`src/rtl/mult_pkg.sv`:
```
// Shared types and default sizing for the multiplier feeder and its operand FIFO.
package mult_pkg;

    localparam int DEFAULT_W     = 16;
    localparam int DEFAULT_DEPTH = 4;
    localparam int COUNT_W       = $clog2(DEFAULT_DEPTH) + 1;

    typedef enum logic [1:0] {
        IDLE  = 2'b00,
        START = 2'b01,
        LOAD  = 2'b10,
        BUSY  = 2'b11
    } state_t;

endpackage

```
`src/rtl/operand_fifo.sv`:
```
// Circular-buffer FIFO holding packed {a, b} operand pairs for the multiplier feeder.
module operand_fifo #(
    parameter int W     = 16,
    parameter int DEPTH = 4
) (
    input  logic                     clk,
    input  logic                     rst,
    input  logic                     push,
    input  logic [2*W-1:0]           push_data,
    input  logic                     pop,
    output logic [2*W-1:0]           pop_data,
    output logic                     full,
    output logic                     empty,
    output logic [$clog2(DEPTH):0]   count
);

    localparam int AW = $clog2(DEPTH);

    logic [2*W-1:0] mem [DEPTH];
    logic [AW-1:0]  wr_ptr;
    logic [AW-1:0]  rd_ptr;
    logic           do_push;
    logic           do_pop;

    assign full     = (count == (AW+1)'(DEPTH));
    assign empty    = (count == '0);
    assign do_push  = push && !full;
    assign do_pop   = pop && !empty;
    assign pop_data = mem[rd_ptr];

    // Storage carries no reset; the pointers and count define what is valid.
    always_ff @(posedge clk) begin
        if (do_push) begin
            mem[wr_ptr] <= push_data;
        end
    end

    // DEPTH is a power of two, so the pointers wrap by plain overflow.
    always_ff @(posedge clk or negedge rst) begin
        if (!rst) begin
            wr_ptr <= '0;
            rd_ptr <= '0;
            count  <= '0;
        end else begin
            if (do_push) begin
                wr_ptr <= wr_ptr + 1'b1;
            end
            if (do_pop) begin
                rd_ptr <= rd_ptr + 1'b1;
            end
            case ({do_push, do_pop})
                2'b10:   count <= count + 1'b1;
                2'b01:   count <= count - 1'b1;
                default: count <= count;
            endcase
        end
    end

endmodule

```
`src/rtl/mult_feeder.sv`:
```
// Sequences queued operand pairs through the Start/Done multiplier, with a watchdog
// and a single-entry valid/ready output register.
module mult_feeder
    import mult_pkg::*;
#(
    parameter int W       = DEFAULT_W,
    parameter int DEPTH   = DEFAULT_DEPTH,
    parameter int TIMEOUT = 255
) (
    input  logic                     clk,
    input  logic                     rst,
    input  logic                     in_valid,
    output logic                     in_ready,
    input  logic [W-1:0]             in_a,
    input  logic [W-1:0]             in_b,
    output logic                     mul_start,
    output logic [W-1:0]             mul_a,
    output logic [W-1:0]             mul_b,
    input  logic                     mul_done,
    input  logic [2*W-1:0]           mul_result,
    output logic                     out_valid,
    input  logic                     out_ready,
    output logic [2*W-1:0]           out_data,
    output logic                     err,
    output logic [$clog2(DEPTH):0]   fifo_count
);

    localparam int WDW = $clog2(TIMEOUT + 1);

    state_t          state;
    state_t          next_state;
    logic            fifo_full;
    logic            fifo_empty;
    logic [2*W-1:0]  fifo_head;
    logic            pop;
    logic            capture;
    logic            abort;
    logic [WDW-1:0]  wd_count;

    assign in_ready  = !fifo_full;
    assign mul_start = (state == START);

    operand_fifo #(
        .W     (W),
        .DEPTH (DEPTH)
    ) u_fifo (
        .clk       (clk),
        .rst       (rst),
        .push      (in_valid),
        .push_data ({in_a, in_b}),
        .pop       (pop),
        .pop_data  (fifo_head),
        .full      (fifo_full),
        .empty     (fifo_empty),
        .count     (fifo_count)
    );

    always_ff @(posedge clk or negedge rst) begin
        if (!rst) begin
            state <= IDLE;
        end else begin
            state <= next_state;
        end
    end

    // A launch waits for the output register to drain, so a result is never overwritten.
    // Done is checked before the watchdog so a Done on the final cycle still wins.
    always_comb begin
        next_state = state;
        pop        = 1'b0;
        capture    = 1'b0;
        abort      = 1'b0;
        case (state)
            IDLE: begin
                if (!fifo_empty && !out_valid) begin
                    pop        = 1'b1;
                    next_state = START;
                end
            end
            START:   next_state = LOAD;
            LOAD:    next_state = BUSY;
            BUSY: begin
                if (mul_done) begin
                    capture    = 1'b1;
                    next_state = IDLE;
                end else if (int'(wd_count) >= TIMEOUT - 1) begin
                    abort      = 1'b1;
                    next_state = IDLE;
                end
            end
            default: next_state = IDLE;
        endcase
    end

    // Watchdog counts from zero in LOAD; at TIMEOUT-1 in BUSY the next edge would reach TIMEOUT.
    always_ff @(posedge clk or negedge rst) begin
        if (!rst) begin
            mul_a     <= '0;
            mul_b     <= '0;
            out_valid <= 1'b0;
            out_data  <= '0;
            err       <= 1'b0;
            wd_count  <= '0;
        end else begin
            if (pop) begin
                {mul_a, mul_b} <= fifo_head;
            end
            if (capture) begin
                out_data  <= mul_result;
                out_valid <= 1'b1;
            end else if (out_valid && out_ready) begin
                out_valid <= 1'b0;
            end
            if (abort) begin
                err <= 1'b1;
            end
            if (state == START) begin
                wd_count <= '0;
            end else if (state == LOAD || state == BUSY) begin
                wd_count <= wd_count + 1'b1;
            end
        end
    end

endmodule

```
`config.mk`:
```
export PLATFORM = sky130hd
export DESIGN_NAME = mult_feeder
export DESIGN_NICKNAME = d
export VERILOG_FILES = /design/src/rtl/mult_pkg.sv /design/src/rtl/operand_fifo.sv /design/src/rtl/mult_feeder.sv
export SDC_FILE = /design/constraint.sdc
export NUM_CORES = 1
export LEC_CHECK = 0
export ABC_AREA = 1
export BUFFER_PORTS_ARGS = -buffer_cell sky130_fd_sc_hd__clkbuf_2
export CAP_MARGIN = 20
export CORE_ASPECT_RATIO = 1.25
export CORE_MARGIN = 5
export CORE_UTILIZATION = 40
export DETAILED_ROUTE_END_ITERATION = 6
export PLACE_DENSITY = 0.7
export SLEW_MARGIN = 15
export SYNTH_ARGS = -nofsm -noshare
export SYNTH_HDL_FRONTEND = slang
export SYNTH_SLANG_ARGS = --single-unit
```
`constraint.sdc`:
```
create_clock -name clk -period 2.8 [get_ports clk]
set_input_delay 0.14 -clock clk [delete_from_list [all_inputs] [get_ports clk]]
set_output_delay 0.14 -clock clk [all_outputs]
set_load 0.03 [all_outputs]
```
==> results.txt <==
The number of H-tree levels came out at 1. The mean area per synthesized cell came out at 11.84 sq um. For this run, the number of Yosys warnings is 0. The power spent charging and discharging nets came out at 0.004749 W.

The CTS tree is done. In the finished design, the share of the clock period the worst path needs comes to 0.7362. In the synthesized netlist, the cells that appear most often are nand2_1 (157), nor2_1 (148), edfxtp_1 (128). In this run, synthesis produced a sequential element count of 211. The most used flip-flop cell after synthesis is edfxtp_1.

The synthesized design spends more area on one cell type than any other, namely edfxtp_1. Port buffering added 139 buffers. The highest cell delay on the worst timing path came out at 0.40 ns. Along the worst path, the maximum fanout reaches 8. Timing analysis after detailed placement gives a worst setup slack of 0.7716 ns.

In the final layout, the share of cells above drive strength 1 is 0.2436. The share of the Yosys chip area taken by registers is 0.7043. The clock transition at the registers of the reported paths came out at 0.06 ns. The final RePlAce weighted congestion is 0.7200.

The number of cell rows came out at 59. The worst setup path is of the reg -> reg kind. The clock drives 211 sinks. In the final routed layout, each cell accounts on average for 14.87 um. The pin count of the biggest net entering global routing is 84. The vias per cell is 4.638. The final worst slack is 0.7386 ns. The count of nets left with antenna violations once routing finished came out at 0.

The layout net count is 1,004. The cell leakage power came out at 4.658 nW. The placeable core area is 20,740 sq um. The number of fill cells in the layout is 1,743. The number of cells after detailed placement came out at 1,107. The time the worst path needs with I/O delays and setup came out at 2.061 ns.

The worst setup path is captured at a register. The smallest hold slack came out at 0.06207 ns. The estimated wirelength of the detail-placed design is 10.71 mm. The number of setup buffers added after CTS came out at 0.

The synthesized cell area came out at 8407 sq um. The via count of the routed design is 5,617. The number of iterations in the first detailed-routing pass is 4. Traced cell by cell, the critical path runs through inv_1 -> nand3_1 -> nand2_1 -> buf_4 -> ha_1 -> inv_1 -> fa_1 -> a21oi_1 -> o21ai_0 -> xor2_1. Synthesis handed over a netlist of 710 instances.

The switching share of power came out at 0.3920. The total nets after synthesis is 792. The die covers 24,030 sq um.

The die height is 172.1 um. The path class of the tightest hold or removal check is in -> reg. The post-route non-filler standard cell count is 1,211.

STA classifies the critical path startpoint as a register. The area overhead of the layout relative to synthesis came out at 27.41%. The overall global routing resource usage is 0.1516. The maximum vdd drop came out at 0.0007567 V. The worst clock skew is 0.01027 ns. The final-report hold violation count is 0.

The clock network power share came out at 0.221. The TritonCTS buffer count is 21. The run finished with clean final reports. The number of enable flip-flop cells after synthesis came out at 128. The setup total negative slack is 0 ns.

Measured against its own limit, the worst slew margin works out to 0.5225. The initial antenna violation count is 0. The die span in x came out at 139.7 um.

The number of buffers between clock root and the deepest sink came out at 3. The cell-internal power came out at 0.007364 W. For this configuration, the core starts out at a cell density of 0.4053. The global-route wire length before repair is 29.43 mm. Among all stages on the critical path, the largest delay is contributed by dfrtp_1.

The netlist uses 25 different library cells. The number of primary I/O pins came out at 140. For this run, asynchronously set or reset flops after synthesis account for 0.3934.

Of the post-synthesis cell area, the dominant cell type holds 0.4572. The transition time at the pin with the least slew margin is 0.7162 ns. The number of failing setup endpoints in the final timing report is 0. The final number of max-transition violations was 0.

The total wire length is 18.01 mm. Setup repair after global routing left no endpoint under its margin. The total congestion overflow is 0. The count of maximum capacitance violations is 0. By area the synthesized netlist is led by edfxtp_1 (46%), dfrtp_1 (25%), nand2_1 (7.0%).

The detailed-route DRC error count is 0. The cell occurring most often along the worst timing path is inv_1. The power density relative to cell area came out at 1131 nW/um^2. The proportion of power drawn by combinational gates is 0.393. The clock latency at the later pin of the worst-skew pair came out at 0.49 ns. The maximum frequency from static timing analysis is 0.4851 GHz.

The required time of the critical path is 3.16 ns. The sequential share of power is 0.386. The number of global-route vias before repair came out at 5,715. In this run the clock root is driven by a clkbuf_16. The total power is 0.01211 W. At the worst endpoint, the arrival time is 2.43 ns. nand2_1 is the most common cell in the netlist. The DRC marker count from the first detailed-route iteration is 286.
==> cells in the final DEF, fill, tap and decap left out, types with 3 or more instances in the layout <==
master,netlist,final
ha_1,12,12
edfxtp_1,128,128
nand2_1,157,157
o21ai_0,29,29
mux2_2,32,32
nor2_1,148,144
dfrtp_1,83,82
clkbuf_2,1,138
clkbuf_16,0,21
inv_1,22,22
clkinv_1,0,3
nand3_1,7,7
nor2_4,0,4
clkbuf_8,0,4
a21oi_1,6,6
xor2_1,4,4
clkinv_2,0,4
buf_4,3,14
inv_2,4,4
o21ai_1,41,41
clkbuf_1,2,4
dlygate4sd3_1,0,66
==> registers in the layout, indices dropped and copies added (netlist names) <==
signal,cells
state,2
mul_b,16
u_fifo.rd_ptr,2
out_data,32
u_fifo.count,3
err,1
wd_count,8
u_fifo.mem,128
out_valid,1
u_fifo.wr_ptr,2
mul_a,16
==> metrics by stage <==
| stage | util | instance area [sq um] |
|---|---|---|
| floorplan | - | 8407 |
| global placement | 0.4527 | 9392 |
| detailed placement | 0.4527 | 9392 |
| CTS | 0.5163 | 10710 |
| global route | 0.5163 | 10710 |
| finish | 0.5164 | 10710 |
==> power by group through the flow <==
stage / logic [W] / registers [W] / clock network, W
finish: 0.00476 / 0.00468 / 0.00267
global route: 0.00530 / 0.00479 / 0.00289
CTS: 0.00484 / 0.00468 / 0.00276
detailed placement: 0.00475 / 0.00473 / 0
global placement: 0.00467 / 0.00470 / 0
floorplan: 0.00252 / 0.00568 / 0
==> cell type report <==
cell class                 count  area, sq um  area share
inverter                      26        97.59    0.009111
timing repair buffer         219         1476      0.1378
tap                          274        342.8     0.03201
sequential                   211         5922      0.5529
antenna                        1        2.502   0.0002336
multi-input combinational    443         2213      0.2066
clock inverter                 8        61.31    0.005724
clock buffer                  29        595.6     0.05560
==> metal layers <==
layer | global-route usage | part of all wire
met1 | 0.1843 | 0.41
met2 | 0.2789 | 0.52
met3 | 0.02490 | 0.050
met4 | 0.04593 | 0.020
met5 | 0 | 0
==> cells by family after synthesis <==
family                   Yosys count  synth area share
adder cells (fa/ha/maj)           13           0.02024
flip-flops                       211            0.7043
AO/OA/AOI/OAI                     77           0.04629
XOR/XNOR                           5          0.005209
multiplexers                      32           0.04286
AND/OR/NAND/NOR                  316            0.1451
buffers and inverters             56           0.03602
==> what timing repair did <==
action	in CTS	in global routing
endpoints found under the hold margin	244	0
resized for setup	0	0
hold buffers	66	0
==> worst max-delay path, delay by kind of cell, from the launching register on <==
kind / cells / cell delay [ns]
DFF: 1 / 0.40
xor gates and xnor gates: 1 / 0.16
buffers and inverters: 3 / 0.40
and+or+nand+nor: 2 / 0.17
AOI/OAI and AO/OA: 2 / 0.25
adders and majority gates: 2 / 0.56
==> final timing paths <==
path                                  from               to  slack [ns]  cells after the start
max                        u_fifo.count[1]  u_fifo.count[2]        0.74                     10
min                               mul_done         state[1]        0.06                      5
max reg2reg                u_fifo.count[1]  u_fifo.count[2]        0.74                     10
min reg2reg                       mul_b[8]         mul_b[8]        0.48                      2
max in group asynchronous              rst         mul_b[7]        2.20                      3
min in group asynchronous              rst         mul_a[0]        0.22                      3
No activity file was read; power rests on OpenSTA's default activity.
